[config.mk]
export PLATFORM = sky130hd
export DESIGN_NAME = ram_read_controller_flat
export DESIGN_NICKNAME = d
export VERILOG_FILES = /design/src/rtl/ram_read_controller_pkg.sv /design/src/rtl/ram_read_controller_if.sv /design/src/rtl/ram_read_controller_checksum.sv /design/src/rtl/ram_read_controller.sv /design/src/flat_wrapper.sv
export SDC_FILE = /design/constraint.sdc
export NUM_CORES = 2
export LEC_CHECK = 0
export CAP_MARGIN = 30
export CORE_AREA = 2 2 430 432
export CTS_BUF_LIST = sky130_fd_sc_hd__clkbuf_8
export DETAILED_ROUTE_END_ITERATION = 10
export DIE_AREA = 0 0 432 434
export SYNTH_ARGS = -nofsm -noshare
export SYNTH_HDL_FRONTEND = slang
export SYNTH_SLANG_ARGS = --single-unit
[constraint.sdc]
create_clock -name clk -period 3.3 [get_ports clk]
set_input_delay 0.66 -clock clk [delete_from_list [all_inputs] [get_ports clk]]
set_output_delay 0.66 -clock clk [all_outputs]
set_load 0.02 [all_outputs]
[src/rtl/ram_read_controller_pkg.sv]
// Shared widths and FSM encoding for the C-matrix row read/write controllers.
// The row bus carries N_COLS data words plus one checksum word on top.
package ram_read_controller_pkg;

  localparam int DATA_W    = 32;
  localparam int N_COLS    = 32;
  localparam int N_ROWS    = 32;
  localparam int ROW_W     = (N_COLS + 1) * DATA_W;
  localparam int COL_W     = $clog2(N_COLS);
  localparam int ROW_CNT_W = $clog2(N_ROWS);

  localparam logic [1:0] ST_IDLE  = 2'd0;
  localparam logic [1:0] ST_READ  = 2'd1;
  localparam logic [1:0] ST_DRAIN = 2'd2;
  localparam logic [1:0] ST_EMIT  = 2'd3;

endpackage

[src/rtl/ram_read_controller_if.sv]
// Bus between the row read controller, its operand RAM and the row consumer.
// Handshake: load_A is sampled only while the controller is idle (no queueing);
// load_A_ready is a one-cycle pulse with no back-pressure, dataAf_out is valid
// on that pulse and holds until the next one; ram_rdata follows ram_en by one cycle.
interface ram_read_controller_if #(
  parameter int ADDR_W = 10
);

  logic                                         load_A;
  logic                                         ram_en;
  logic [ADDR_W-1:0]                            ram_addr;
  logic [ram_read_controller_pkg::DATA_W-1:0]   ram_rdata;
  logic [ram_read_controller_pkg::ROW_W-1:0]    dataAf_out;
  logic                                         load_A_ready;
  logic                                         finish;

  modport master (
    input  load_A, ram_rdata,
    output ram_en, ram_addr, dataAf_out, load_A_ready, finish
  );

  modport slave (
    output load_A, ram_rdata,
    input  ram_en, ram_addr, dataAf_out, load_A_ready, finish
  );

endinterface

[src/rtl/ram_read_controller_checksum.sv]
// Running modulo-2^W sum of row words; shared by the reader (generate) and
// the writer (verify) checksum paths.
module row_checksum_acc #(
  parameter int W = ram_read_controller_pkg::DATA_W
) (
  input  logic         clk,
  input  logic         rst,
  input  logic         clear,
  input  logic         add_en,
  input  logic [W-1:0] din,
  output logic [W-1:0] sum
);

  always_ff @(posedge clk) begin
    if (rst || clear) begin
      sum <= '0;
    end else if (add_en) begin
      sum <= sum + din;
    end
  end

endmodule

[src/rtl/ram_read_controller.sv]
// Fetches one operand row per load_A from a synchronous RAM and presents it,
// with an appended checksum word, on the wide fault-tolerant row bus.
module ram_read_controller
  import ram_read_controller_pkg::*;
#(
  parameter int ADDR_W    = 10,
  parameter int BASE_ADDR = 0
) (
  input  logic                 clk,
  input  logic                 rst,
  ram_read_controller_if.master bus,
  output logic [1:0]           state_dbg
);

  logic [1:0]                       state;
  logic [COL_W-1:0]                 col;
  logic [COL_W-1:0]                 rd_col;
  logic                             rd_pending;
  logic [ROW_CNT_W-1:0]             row;
  logic [N_COLS-1:0][DATA_W-1:0]    shadow;
  logic [DATA_W-1:0]                acc_sum;
  logic                             acc_clear;

  assign state_dbg = state;
  assign acc_clear = (state == ST_EMIT);

  row_checksum_acc #(.W(DATA_W)) u_acc (
    .clk    (clk),
    .rst    (rst),
    .clear  (acc_clear),
    .add_en (rd_pending),
    .din    (bus.ram_rdata),
    .sum    (acc_sum)
  );

  always_ff @(posedge clk) begin
    if (rst) begin
      state            <= ST_IDLE;
      col              <= '0;
      rd_col           <= '0;
      rd_pending       <= 1'b0;
      row              <= '0;
      shadow           <= '0;
      bus.ram_en       <= 1'b0;
      bus.ram_addr     <= '0;
      bus.dataAf_out   <= '0;
      bus.load_A_ready <= 1'b0;
      bus.finish       <= 1'b0;
    end else begin
      bus.load_A_ready <= 1'b0;
      bus.finish       <= 1'b0;
      // Read data returns one cycle after issue, so remember which slot it fills.
      rd_pending       <= bus.ram_en;
      rd_col           <= col;
      if (rd_pending) begin
        shadow[rd_col] <= bus.ram_rdata;
      end

      case (state)
        ST_IDLE: begin
          if (bus.load_A) begin
            state        <= ST_READ;
            col          <= '0;
            bus.ram_en   <= 1'b1;
            bus.ram_addr <= ADDR_W'(BASE_ADDR) + ADDR_W'(row) * ADDR_W'(N_COLS);
          end
        end
        ST_READ: begin
          if (col == COL_W'(N_COLS - 1)) begin
            state      <= ST_DRAIN;
            bus.ram_en <= 1'b0;
          end else begin
            col          <= col + COL_W'(1);
            bus.ram_addr <= bus.ram_addr + ADDR_W'(1);
          end
        end
        ST_DRAIN: begin
          state <= ST_EMIT;
        end
        ST_EMIT: begin
          bus.dataAf_out   <= {acc_sum, shadow};
          bus.load_A_ready <= 1'b1;
          if (row == ROW_CNT_W'(N_ROWS - 1)) begin
            bus.finish <= 1'b1;
            row        <= '0;
          end else begin
            row <= row + ROW_CNT_W'(1);
          end
          state <= ST_IDLE;
        end
        default: state <= ST_IDLE;
      endcase
    end
  end

endmodule

[src/flat_wrapper.sv]
// flat-port wrapper written by rule: the top's interface ports become plain ports
module ram_read_controller_flat import ram_read_controller_pkg::*;
#(
  parameter int ADDR_W    = 10,
  parameter int BASE_ADDR = 0
)
  (clk, rst, state_dbg, bus_load_A, bus_ram_rdata, bus_ram_en, bus_ram_addr, bus_dataAf_out, bus_load_A_ready, bus_finish);
  ram_read_controller_if #(.ADDR_W(ADDR_W)) bus_i ();
  input  logic clk;
  input  logic rst;
  output logic [1:0] state_dbg;
  input wire logic [$bits(bus_i.load_A)-1:0] bus_load_A;
  input wire logic [$bits(bus_i.ram_rdata)-1:0] bus_ram_rdata;
  output wire logic [$bits(bus_i.ram_en)-1:0] bus_ram_en;
  output wire logic [$bits(bus_i.ram_addr)-1:0] bus_ram_addr;
  output wire logic [$bits(bus_i.dataAf_out)-1:0] bus_dataAf_out;
  output wire logic [$bits(bus_i.load_A_ready)-1:0] bus_load_A_ready;
  output wire logic [$bits(bus_i.finish)-1:0] bus_finish;
  assign bus_i.load_A = bus_load_A;
  assign bus_i.ram_rdata = bus_ram_rdata;
  assign bus_ram_en = bus_i.ram_en;
  assign bus_ram_addr = bus_i.ram_addr;
  assign bus_dataAf_out = bus_i.dataAf_out;
  assign bus_load_A_ready = bus_i.load_A_ready;
  assign bus_finish = bus_i.finish;
  ram_read_controller #(.ADDR_W(ADDR_W), .BASE_ADDR(BASE_ADDR)) u_core (.clk(clk), .rst(rst), .bus(bus_i), .state_dbg(state_dbg));
endmodule
### Word level (Yosys, flattened, before mapping)

Cells that the tools add are included.

* input port bits: 35
* register bits after elaboration: 2143
* logic and storage cells: 84

* equal/unequal tests: 8
* reductions and logical operators: 8
* muxes and demuxes: 18
* add/sub/neg operators: 4
* $lt $le $gt $ge: 2
* bitwise operators: 1

Operators with widths (number)
* 1024-bit bitwise mux: 1
* 32-bit demux with 5-bit select: 1
* 32-bit adder: 1
* 32-bit 2-to-1 mux: 1
* 10-bit 2-to-1 mux: 2
* 10-bit case mux with 2 select lines: 1
* 5-bit 2-to-1 mux: 3
* 10-bit by 1-bit adder with 10-bit output (second input constant): 1
* 5-bit by 1-bit adder with 5-bit output (second input constant): 2
* 5-bit equality test (second input constant): 2
* 5-bit case mux with 2 select lines: 1
* 2-bit case mux with 4 select lines: 1
* 5-bit by 6-bit < comparator with 1-bit output (second input constant): 1
* 3-bit AND reduction: 2
* 5-bit by 1-bit greater-or-equal comparator with 1-bit output (second input constant): 1
* 2-bit equality test (second input constant): 2
* 1-bit 2-to-1 mux: 4
* 2-bit 2-to-1 mux: 2
* 2-bit inequality test (second input constant): 2
* 2-bit by 1-bit equality test with 1-bit output (second input constant): 1
* 2-bit logical NOT: 1
* 2-bit by 1-bit inequality test with 1-bit output (second input constant): 1
* 1-bit case mux with 2 select lines: 1
* 2-bit AND reduction: 1
* 5 further kinds: 5

### Depth between registers and ports, before layout

* word-level depth: 5
* mapped depth: 13

### Modules after synthesis

From an unflattened synthesis, not the netlist that was laid out.

* cells, all modules: 8501
* area total of the unflattened synthesis: 76333.2 sq um

Modules (own cells, without submodules)
* ram_read_controller: times used 1, area each 73639.4 sq um, cells each 8176
* row_checksum_acc: times used 1, area each 2693.8 sq um, cells each 325

### Worst setup path before layout

Ideal clock, no wire load.

* path type: input-to-reg
* start point: input bus_ram_rdata[1]
* end point: register u_core.u_acc.sum[30]
* setup time: 0.122 ns
* path slack: 0.207 ns
* data required time: 3.178 ns
* stages: 13
* arrival: 2.970 ns
* path buffers: 2
* cells stage by stage: clkbuf_1 -> clkbuf_1 -> inv_1 -> fa_1 -> nor2b_1 -> o2111ai_1 -> a21oi_1 -> o21ai_0 -> nand3_1 -> nand2_1 -> o21ai_0 -> a21oi_1 -> a311o_1

* word-level cells in the longest chain between the ends: 1

Ends and longest elaborated chain
* from (decl): RTL line flat_wrapper.sv:13 `input wire logic [$bits(bus_i.ram_rdata)-1:0] bus_ram_rdata;`
* 32-bit adder: RTL line ram_read_controller_checksum.sv:18 `sum <= sum + din;`
* to (signal assigned): RTL line ram_read_controller_checksum.sv:18
* to (decl): RTL line ram_read_controller_checksum.sv:11 `output logic [W-1:0] sum`

No other way between the ends.
A chain may end at the register's enable or synchronous reset.

### Final worst setup path

* start point: register u_core.u_acc.sum[0]
* end point: register u_core.u_acc.sum[30]

* word-level cells in the longest chain between the ends: 1

Ends and longest elaborated chain (RTL line)
* 32-bit adder: ram_read_controller_checksum.sv:18

No other way between the ends.

==> reports/metrics.cfg <==
[setup_path]
cp.arrival_ns = 3.94
crit_type = reg -> reg
end_kind = register
worstSetupStartpointType = register
path_max_fanout = 4
worstPathRequired_ns = 4.21

[sta]
fmax_mhz = 331
tightest_slew_ns = 1.12
setup_violations = 0
fin_crit_sh = 0.917
whs_ns = 0.160
rsz0062_at_grt = false
clock_skew_ns = 0.0670
final_hold_viol_count = 0
min_period_ns = 3.03
maxSlewViolCount = 0
setup_slack_ns = 0.275
slew_headroom = 0.251

[drt]
drtAntennaViolNets = 0
vias = 63160
viasPerCell = 5.22
first_pass_iters = 5
first_iter_violations = 5516
totalWireLength_um = 288000
drcViolationCount = 0
routedWlPerCell_um = 23.8

[logic_synthesis]
async_reset_ff_frac = 0
syn_area_per_cell_um2 = 8.95
synth_edf_count = 0
syn_inst = 8468
synth_area_mm2 = 0.0758
synth-seq-cells = 2143
synth_flop_cell = dfxtp_1
yosys_warnings = 0
seq_area_frac_synth = 0.566
synth.distinct_cells = 56
synth_fp_nets = 8544

[floorplanning]
core_mm2 = 0.182
die_y_um = 434
dieArea_mm2 = 0.187
die_w_um = 432
rows = 157
initial_core_util = 0.415
io_pins = 1106

[place]
portBuffers = 1105
dp_hpwl_um = 180000
placed_cells = 11475
gp_congestion = 0.861
place_ws_ns = -0.140
dpl-instance-area_mm2 = 0.0891

[flow_run]
drv_cap = 0

[clock_network]
cts_root_buf = clkbuf_8
htree_levels = 5
postCtsSetupRepairBufs = 0
cts.sinks = 2143
clkSlewWorstSetupHoldPaths_ns = 0.06
cts_max_path_buffers = 4
cts_tree = yes
insertion_delay_ns = 1.08
numCtsBuffers = 362

[global_route]
grt_pass1_wl_um = 404000
grt_pass1_vias = 58394
grt_antenna_before_repair = 18
grt.overflow.total = 0
grt_max_degree = 195
grt_usage = 0.293

[cells_and_area]
multiInputGateArea_mm2 = 0.0305
final_cell_mix = dfxtp_1, nand2_1, nor2_1
final_nets = 9539
final_area_mm2 = 0.0963
fill_cells = 16699
stdcell_count = 12102
seq_area_mm2 = 0.0429
drive_gt1_frac = 0.0781
mostFrequentLayoutCell = dfxtp_1
syn_to_final_growth_pct = 27.0

[pwr]
p_per_area_mw_per_mm2 = 563
power_mw = 54.2
vdd_drop_max_mv = 0.363
p_leak_nw = 32.7

[status]
outcome = finished, final reports clean

[min_path]
min_path_type = in -> reg

per-stage QoR:
stage / utilization / setup TNS, ns
2_1_floorplan: - / 0
3_3_place_gp: 0.488 / -0.668
3_5_place_dp: 0.488 / -0.234
4_1_cts: 0.527 / 0
5_1_grt: 0.528 / 0
6_report: 0.528 / 0
state kept, by name, indices dropped and copies added, names as in the netlist:
register	flops
u_core.state_dbg	2
u_core.rd_pending	1
u_core.bus.finish	1
u_core.rd_col	5
u_core.u_acc.sum	32
u_core.bus.dataAf_out	1056
u_core.bus.ram_addr	10
u_core.col	5
u_core.shadow	1024
u_core.bus.ram_en	1
u_core.row	5
u_core.bus.load_A_ready	1
area by class of cell:
| type | instances | share of cell area |
|---|---|---|
| timing repair buffer | 1294 | 0.133 |
| clock inverter | 165 | 0.00939 |
| clock buffer | 447 | 0.0639 |
| antenna | 6 | 0.000156 |
| inverter | 11 | 0.000429 |
| multi-input combinational | 5651 | 0.317 |
| sequential | 2143 | 0.446 |
| tap | 2385 | 0.0310 |
report_power, final:
part	internal, mW	switching [mW]	leakage, nW	total [mW]
Combinational	1.56	3.04	11.3	4.60
Sequential	26.1	0.177	17.3	26.2
Clock	12.7	10.7	4.10	23.4
Total	40.4	13.9	32.7	54.2
worst paths after layout:
kind                            depth (start not counted)  slack, ns                start                    to
worst max-delay path                                   12       0.27  u_core.u_acc.sum[0]  u_core.u_acc.sum[30]
worst min-delay path                                    3       0.16    bus_ram_rdata[31]    u_core.shadow[863]
worst max register to register                         12       0.27  u_core.u_acc.sum[0]  u_core.u_acc.sum[30]
worst min register to register                          2       0.45   u_core.shadow[986]    u_core.shadow[986]
critical path: stages (launching register included):
cell and delay [ns]:
dfxtp_1 0.35, ha_1 0.30, inv_1 0.08, fa_1 0.39
nor2b_1 0.21, o2111ai_1 0.19, a21oi_1 0.25, o21ai_0 0.20
nand3_1 0.15, nand2_1 0.13, o21ai_0 0.27, a21oi_1 0.12
a311o_1 0.27
Yosys cell counts, types with 2 or more instances:
master	instances	area, um^2
xnor2_1	17	149
nand4_1	10	62.6
nor3_1	9	45.0
clkbuf_1	574	2150
xor2_1	15	131
dfxtp_1	2143	42900
or2_2	4	25.0
buf_2	3	15.0
nor2b_1	10	62.6
o21a_1	4	30.0
a22oi_1	4	30.0
o31ai_1	2	15.0
nand2b_1	5	31.3
mux2i_1	1079	10800
ha_1	40	500
nor2_1	1144	4290
o22ai_1	5	31.3
and3b_1	2	17.5
nor3b_1	4	30.0
nand2_1	2119	7950
nand3_1	16	80.1
or3b_2	2	17.5
a21o_1	19	143
inv_1	11	41.3
o21bai_1	3	22.5
a211o_1	2	17.5
a31oi_1	5	31.3
o21ai_0	18	90.1
buf_1	86	323
o211ai_1	4	30.0
or3_1	3	18.8
a211oi_1	5	37.5
o221ai_1	2	17.5
and3_1	9	56.3
nand3b_1	4	30.0
and2_1	4	25.0
a21oi_1	1063	5320
per-layer routing:
metal  vias to the layer above  GRT usage  part of all wire  routed length (um)
li1                      29643          -                 -                   -
met1                     30391      0.373              0.41              118000
met2                      2550      0.476              0.47              136000
met3                       568     0.0504             0.065               18900
met4                         8      0.152             0.053               15300
met5                         -          0           0.00019                  54
cell families (layout without fill, tap and decap cells):
kind of cell,Yosys count,count (layout),synth area share
compound gates,1151,1151,0.0789
xor+xnor,32,32,0.00370
fa+ha+maj,41,41,0.00687
buf+inv,674,1917,0.0334
flops,2143,2143,0.566
mux,1079,1079,0.142
other cells,0,6,0
simple gates,3348,3348,0.169
timing repair:
action                                 CTS  global route
hold buffers                             7             0
resized for setup                        0             0
endpoints found under the hold margin   36             0
No activity file was read; power rests on OpenSTA's default activity.
